<file path="src/rtl/mips_bus_arbiter_pkg.sv">
// Shared types for the MIPS bus arbiter.
//   arb_port_t : identifies a requester (fetch port I or load/store port D)
//   BE_ALL     : byte lanes driven for instruction fetches (always full word)
package mips_bus_arbiter_pkg;

   typedef enum logic {ARB_PORT_I = 1'b0, ARB_PORT_D = 1'b1} arb_port_t;

   localparam logic [3:0] BE_ALL = 4'hF;

endpackage

</file>
<file path="src/rtl/mips_bus_arbiter_arb_rr2.sv">
// Two-way combinational arbiter for the MIPS bus arbiter.
// Ports:
//   req_i, req_d      : in  requests from fetch and load/store ports
//   last              : in  port that completed the most recent transfer
//   fixed             : in  1 = D always wins a tie, 0 = alternate on ties
//   grant_i, grant_d  : out one-hot (or zero) grant
module arb_rr2
   import mips_bus_arbiter_pkg::*;
(
   input  logic      req_i,
   input  logic      req_d,
   input  arb_port_t last,
   input  logic      fixed,
   output logic      grant_i,
   output logic      grant_d
);

   always_comb begin
      grant_i = 1'b0;
      grant_d = 1'b0;
      if (req_i && req_d) begin
         // On a tie the port that did not go last wins, unless D is pinned.
         if (fixed || (last == ARB_PORT_I)) grant_d = 1'b1;
         else                               grant_i = 1'b1;
      end else if (req_i) begin
         grant_i = 1'b1;
      end else if (req_d) begin
         grant_d = 1'b1;
      end
   end

endmodule

</file>
<file path="src/rtl/mips_bus_arbiter.sv">
// Shares one Avalon-MM master bus between the MIPS fetch port (I) and the
// load/store port (D). Grant is combinational (zero cycle); once a granted
// transfer stalls, the bus is locked to that port until it completes.
// Ports:
//   clk, reset                     : clock, synchronous active-high reset
//   i_address/i_read               : fetch request (read only)
//   i_waitreq/i_readdata           : fetch stall / read data
//   d_address/d_read/d_write/
//   d_byteenable/d_writedata       : load/store request
//   d_waitreq/d_readdata           : load/store stall / read data
//   address/read/write/byteenable/
//   writedata/waitrequest/readdata : Avalon-MM master bus
//   i_xfers, d_xfers               : saturating completed-transfer counters
module mips_bus_arbiter
   import mips_bus_arbiter_pkg::*;
#(
   parameter int FIXED_PRIO = 0,
   parameter int CNT_W      = 16
) (
   input  logic             clk,
   input  logic             reset,
   input  logic [31:0]      i_address,
   input  logic             i_read,
   output logic             i_waitreq,
   output logic [31:0]      i_readdata,
   input  logic [31:0]      d_address,
   input  logic             d_read,
   input  logic             d_write,
   input  logic [3:0]       d_byteenable,
   input  logic [31:0]      d_writedata,
   output logic             d_waitreq,
   output logic [31:0]      d_readdata,
   output logic [31:0]      address,
   output logic             read,
   output logic             write,
   output logic [3:0]       byteenable,
   output logic [31:0]      writedata,
   input  logic             waitrequest,
   input  logic [31:0]      readdata,
   output logic [CNT_W-1:0] i_xfers,
   output logic [CNT_W-1:0] d_xfers
);

   logic      req_i;
   logic      req_d;
   logic      lock;
   arb_port_t owner;
   arb_port_t last;
   logic      rr_grant_i;
   logic      rr_grant_d;
   logic      grant_i;
   logic      grant_d;
   logic      active_i;
   logic      active_d;
   logic      bus_active;

   assign req_i = i_read;
   assign req_d = d_read | d_write;

   arb_rr2 u_arb (
      .req_i   (req_i),
      .req_d   (req_d),
      .last    (last),
      .fixed   (FIXED_PRIO != 0),
      .grant_i (rr_grant_i),
      .grant_d (rr_grant_d)
   );

   always_comb begin
      grant_i = 1'b0;
      grant_d = 1'b0;
      if (lock) begin
         grant_i = (owner == ARB_PORT_I);
         grant_d = (owner == ARB_PORT_D);
      end else begin
         grant_i = rr_grant_i;
         grant_d = rr_grant_d;
      end
   end

   // A locked owner that drops its request leaves the bus idle for a cycle.
   assign active_i   = grant_i & req_i;
   assign active_d   = grant_d & req_d;
   assign bus_active = active_i | active_d;

   always_comb begin
      address    = 32'h0;
      read       = 1'b0;
      write      = 1'b0;
      byteenable = 4'h0;
      writedata  = 32'h0;
      if (active_i) begin
         address    = i_address;
         read       = 1'b1;
         byteenable = BE_ALL;
      end else if (active_d) begin
         address    = d_address;
         read       = d_read;
         write      = d_write;
         byteenable = d_byteenable;
         writedata  = d_writedata;
      end
   end

   // A requesting port that is not on the bus is always stalled.
   assign i_waitreq  = active_i ? waitrequest : req_i;
   assign d_waitreq  = active_d ? waitrequest : req_d;
   assign i_readdata = readdata;
   assign d_readdata = readdata;

   always_ff @(posedge clk) begin
      if (reset) begin
         lock    <= 1'b0;
         owner   <= ARB_PORT_I;
         last    <= ARB_PORT_D;
         i_xfers <= '0;
         d_xfers <= '0;
      end else if (bus_active) begin
         if (waitrequest) begin
            lock  <= 1'b1;
            owner <= active_d ? ARB_PORT_D : ARB_PORT_I;
         end else begin
            lock <= 1'b0;
            last <= active_d ? ARB_PORT_D : ARB_PORT_I;
            if (active_i && (i_xfers != '1)) i_xfers <= i_xfers + CNT_W'(1);
            if (active_d && (d_xfers != '1)) d_xfers <= d_xfers + CNT_W'(1);
         end
      end else begin
         lock <= 1'b0;
      end
   end

endmodule
</file>
<file path="config.mk">
export PLATFORM = sky130hd
export DESIGN_NAME = mips_bus_arbiter
export DESIGN_NICKNAME = d
export VERILOG_FILES = /design/src/rtl/mips_bus_arbiter_pkg.sv /design/src/rtl/mips_bus_arbiter_arb_rr2.sv /design/src/rtl/mips_bus_arbiter.sv
export SDC_FILE = /design/constraint.sdc
export NUM_CORES = 1
export LEC_CHECK = 0
export ABC_AREA = 1
export CORE_UTILIZATION = 25
export CTS_CLUSTER_SIZE = 10
export DETAILED_ROUTE_END_ITERATION = 16
export PLACE_DENSITY = 0.68
export SETUP_SLACK_MARGIN = 0.1
export SYNTH_ARGS = -nofsm -noshare
export SYNTH_HDL_FRONTEND = slang
export SYNTH_SLANG_ARGS = --single-unit
</file>
<file path="constraint.sdc">
create_clock -name clk -period 3.8 [get_ports clk]
set_input_delay 0.76 -clock clk [delete_from_list [all_inputs] [get_ports clk]]
set_output_delay 0.76 -clock clk [all_outputs]
set_load 0.01 [all_outputs]
</file>
==> results by stage <==
Timing:
- For the pin with the worst max-slew slack, the measured transition is ~0.59 ns.
- The setup violation total in the final timing report is 0.
- The highest achievable clock rate is 281 MHz.
- The number of failing hold endpoints at the final stage came to 0.
- Dividing the final minimum period by the clock period gives 0.937.
- Setup repair after global routing left no endpoint under its margin.
- Adding up every negative setup slack in the final design gives 0 ns.
- The max-slew violation total from the final report is 0.
- For the final database, setup skew stands at around 0.0036 ns.
- The least setup slack across all paths after layout is between 0.2 and 0.25 ns.
- The relative slew slack is 0.609.
- The clock period could shrink to between 3 and 4 ns.

Floorplan:
- In this run the horizontal extent of the chip is roughly 120 µm.
- For this configuration, the core starts out at a cell density of 0.261.
- The total area inside the core boundary comes to 12800 µm².
- The floorplan step defined a die boundary enclosing 13900 µm².
- The chip height is between 100 and 150 µm.
- In this run the core area contains 41 standard-cell rows.
- Pin placement for this block handled between 300 and 400 I/O pins.

Pwr:
- The clock share of power is 0.308.
- The power density relative to cell area is ~240 nW/µm².
- The leakage power summed over all cells is around 1.9 nW.
- Of the total power, the share spent switching nets is 0.294.
- The part of the total power dissipated in combinational logic is 0.395.
- The cell-internal power is about 0.9 mW.
- IR analysis of the VDD net gives a maximum drop of 129 µV.
- The sequential group share of total power is 0.297.
- The total net switching power is around 0.38 mW.

Synthesis:
- The number of warnings printed during yosys synthesis is 0.
- Synthesis produced a netlist whose cell count is 499.
- After synthesis, the mean cell area works out to roughly 6.7 µm².
- The count of unique library cells instantiated by Yosys is 32.
- Summing every instance area after synthesis gives 3350 µm².
- The sequential cell area fraction in the yosys report is 0.209.
- Synthesis produced a netlist with a net count of between 600 and 700.
- In this run, synthesis produced a sequential element count of 35.

Place:
- Prior to clock tree synthesis, the placed netlist has a worst setup slack of roughly 0.22 ns.
- The wire-length estimate of the detail-placed layout is roughly 10000 µm.
- Routability-driven placement finished with a final weighted congestion of just under 1.
- The number of placed instances, taps included, is 800.
- The count of buffers from port buffering is 209.
- In this run the cell area measured after placement is slightly above 5000 µm².

Detailed routing:
- For this block, the initial DRC count from the detailed router was ~140.
- The residual DRC count is 0.
- The number of detailed-routing iterations run before antenna repair is 4.
- The routed length per placed instance is 16.0 µm.
- The routed design has about 13000 µm of wire.
- The count of nets left with antenna violations once routing finished came out at 0.
- In the routed layout, each cell is associated on average with a via count of approximately 4.6.
- The final route contains 3731 vias.

Status:
- The flow ran to the end, and the final reports show no timing, DRC or antenna violations.

Global route:
- The pin count of the biggest net entering global routing is 37.
- Global routing finished with a remaining overflow of 0.
- The number of antenna violations at the first check in global routing is 0.
- The number of global-route vias before repair came to between 3k and 4k.
- The wire length of the first global-routing pass is 19600 µm.
- In the global route stage, overall resource usage came out at 0.180.

Clocking:
- Clock tree synthesis selected as its root buffer the cell clkbuf_16.
- The clock tree from TritonCTS is done.
- At the later pin of the worst-skew pair, clock insertion delay measures 0.28 ns.
- Clock-pin slew was measured on the worst setup and hold paths at 0.05 ns.
- After clock tree synthesis, the flow added hold-fix buffers numbering 0.
- The H-tree generated during clock tree synthesis spans 2 levels.
- The clock drives 35 sinks.
- After clock tree synthesis, the setup repair step added 0 buffers.
- The CTS buffer count is 5.
- The number of cells upsized or downsized after cts is 0.
- The clock passes through at most 2 buffers.

Critical path:
- The type of origin of the critical path is an input port.
- STA classifies the critical path endpoint as a primary output.
- The setup path with the least slack is of type input port to primary output.
- Of all nets on the critical path, the largest fanout is 36.
- The data required time at the worst endpoint is just over 3 ns.
- Data on the critical path arrives at its endpoint at approximately 2.8 ns.

Finish:
- For this run, the post-layout net count is just under 800.
- Of the cells placed in the final design, the portion with a size suffix greater than 1 is 0.0849.
- Once layout is complete, the utilization of the core stands at 0.408.
- The post-route standard cell area excluding fillers is roughly 5200 µm².
- The number of inserted diodes is 0.
- The number of cells in the finished layout apart from fillers is between 800 and 900.
- The area growth from synthesis to layout is 55.9%.

Hold path:
- The path class of the lowest-slack min-delay path is register to register.

Job:
- Across the run, the number of max-cap violations was 0.
## placed cells by master, fill, tap and decap left out, types with 2 or more instances in the layout
master / n
nor2_1: 67
buf_4: 5
clkbuf_16: 5
a21oi_1: 21
nand3_4: 2
nor2_2: 3
nand2_4: 2
a32o_1: 32
clkdlybuf4s50_1: 209
xnor2_1: 10
nand4_1: 5
xor2_1: 10
nand3_1: 16
o21a_1: 4
nand2_1: 90
inv_1: 52
ha_1: 2
nand2_2: 14
clkbuf_1: 2
o21ai_0: 21
o21ai_1: 3
a21oi_2: 10
dfxtp_1: 35
nor2_4: 5
inv_2: 4
## synthesized netlist by cell type
| cell type | n | area share |
|---|---|---|
| o21ai_0 | 21 | 0.031 |
| nand3b_2 | 1 | 0.0034 |
| xor2_1 | 10 | 0.026 |
| clkbuf_1 | 9 | 0.010 |
| inv_4 | 1 | 0.0019 |
| buf_6 | 3 | 0.010 |
| dfxtp_1 | 35 | 0.21 |
| nand2_4 | 2 | 0.0067 |
| nor2_2 | 3 | 0.0056 |
| o21ai_1 | 3 | 0.0045 |
| o21a_1 | 4 | 0.0090 |
| nand3b_1 | 1 | 0.0022 |
| buf_2 | 8 | 0.012 |
| xnor2_1 | 10 | 0.026 |
| a21oi_1 | 21 | 0.031 |
| nor2_1 | 67 | 0.075 |
| nand3_4 | 2 | 0.010 |
| buf_4 | 64 | 0.14 |
| ha_1 | 2 | 0.0075 |
| nor3_1 | 1 | 0.0015 |
| nand2_2 | 14 | 0.026 |
| nand2_1 | 90 | 0.10 |
| nand4_2 | 1 | 0.0037 |
| a31oi_1 | 1 | 0.0019 |
| a32o_1 | 32 | 0.096 |
| nor2_4 | 5 | 0.017 |
| nand3_1 | 16 | 0.024 |
| inv_2 | 4 | 0.0045 |
| nand4_1 | 5 | 0.0093 |
| buf_12 | 1 | 0.0060 |
| inv_1 | 52 | 0.058 |
| a21oi_2 | 10 | 0.026 |
## power groups by stage
stage / clock network [mW] / logic, mW / registers, mW
2_1_floorplan: 0 / 0.265 / 0.388
3_3_place_gp: 0 / 0.504 / 0.387
5_1_grt: 0.421 / 0.539 / 0.380
6_report: 0.395 / 0.505 / 0.380
3_5_place_dp: 0 / 0.505 / 0.388
4_1_cts: 0.409 / 0.509 / 0.380
## path summary, 6_finish.rpt
kind | depth (start not counted) | to | slack, ns | startpoint
setup reg to reg | 7 | d_xfers[1]$_SDFFE_PP0P_ | 1.90 | d_xfers[0]$_SDFFE_PP0P_
hold reg to reg | 2 | owner$_SDFFE_PP0P_ | 0.47 | owner$_SDFFE_PP0P_
hold / removal | 2 | owner$_SDFFE_PP0P_ | 0.47 | owner$_SDFFE_PP0P_
setup / recovery | 8 | address[8] | 0.24 | d_write
## cells by family (layout without fill, tap and decap cells)
kind of cell	count (synthesis)	count (layout)	share of synthesized area
flip-flops	35	35	0.209
AND/OR/NAND/NOR	208	208	0.286
adder cells (fa/ha/maj)	2	2	0.00746
AO/OA/AOI/OAI	92	92	0.200
buffers and inverters	142	279	0.246
XOR/XNOR	20	20	0.0523
## metrics by stage
step	power, mW	hold WS (ns)
after floorplan	0.653	0.439
after global placement	0.891	0.461
after detailed placement	0.892	0.462
after CTS	1.30	0.471
after global routing	1.34	0.482
final	1.28	0.471
## per-layer routing
metal  GRT usage  up-vias  part of all wire
met5           0        -                 0
met4      0.0553        0             0.023
met3       0.100       23              0.13
met2       0.275      181              0.45
met1       0.213     1691              0.40
li1            -     1836                 -
## sequential cells by signal, indices dropped and copies added, names as in the netlist
name,count
lock,1
last,1
d_xfers,16
i_xfers,16
owner,1
## area by class of cell
| cell class | instances | area [µm²] |
|---|---|---|
| inverter | 57 | 216 |
| clock inverter | 1 | 5.00 |
| clock buffer | 7 | 133 |
| tap | 172 | 215 |
| timing repair buffer | 214 | 2130 |
| multi-input combinational | 322 | 1830 |
| sequential | 35 | 701 |
| fill | 1324 | 7600 |
## critical path, stage by stage
cell             delay (ns)
clkdlybuf4s50_1        0.44
inv_2                  0.08
nand2_2                0.11
nand2_2                0.10
nand2_2                0.06
inv_2                  0.43
a32o_1                 0.26
clkdlybuf4s50_1        0.55
No activity file was read; power rests on OpenSTA's default activity.
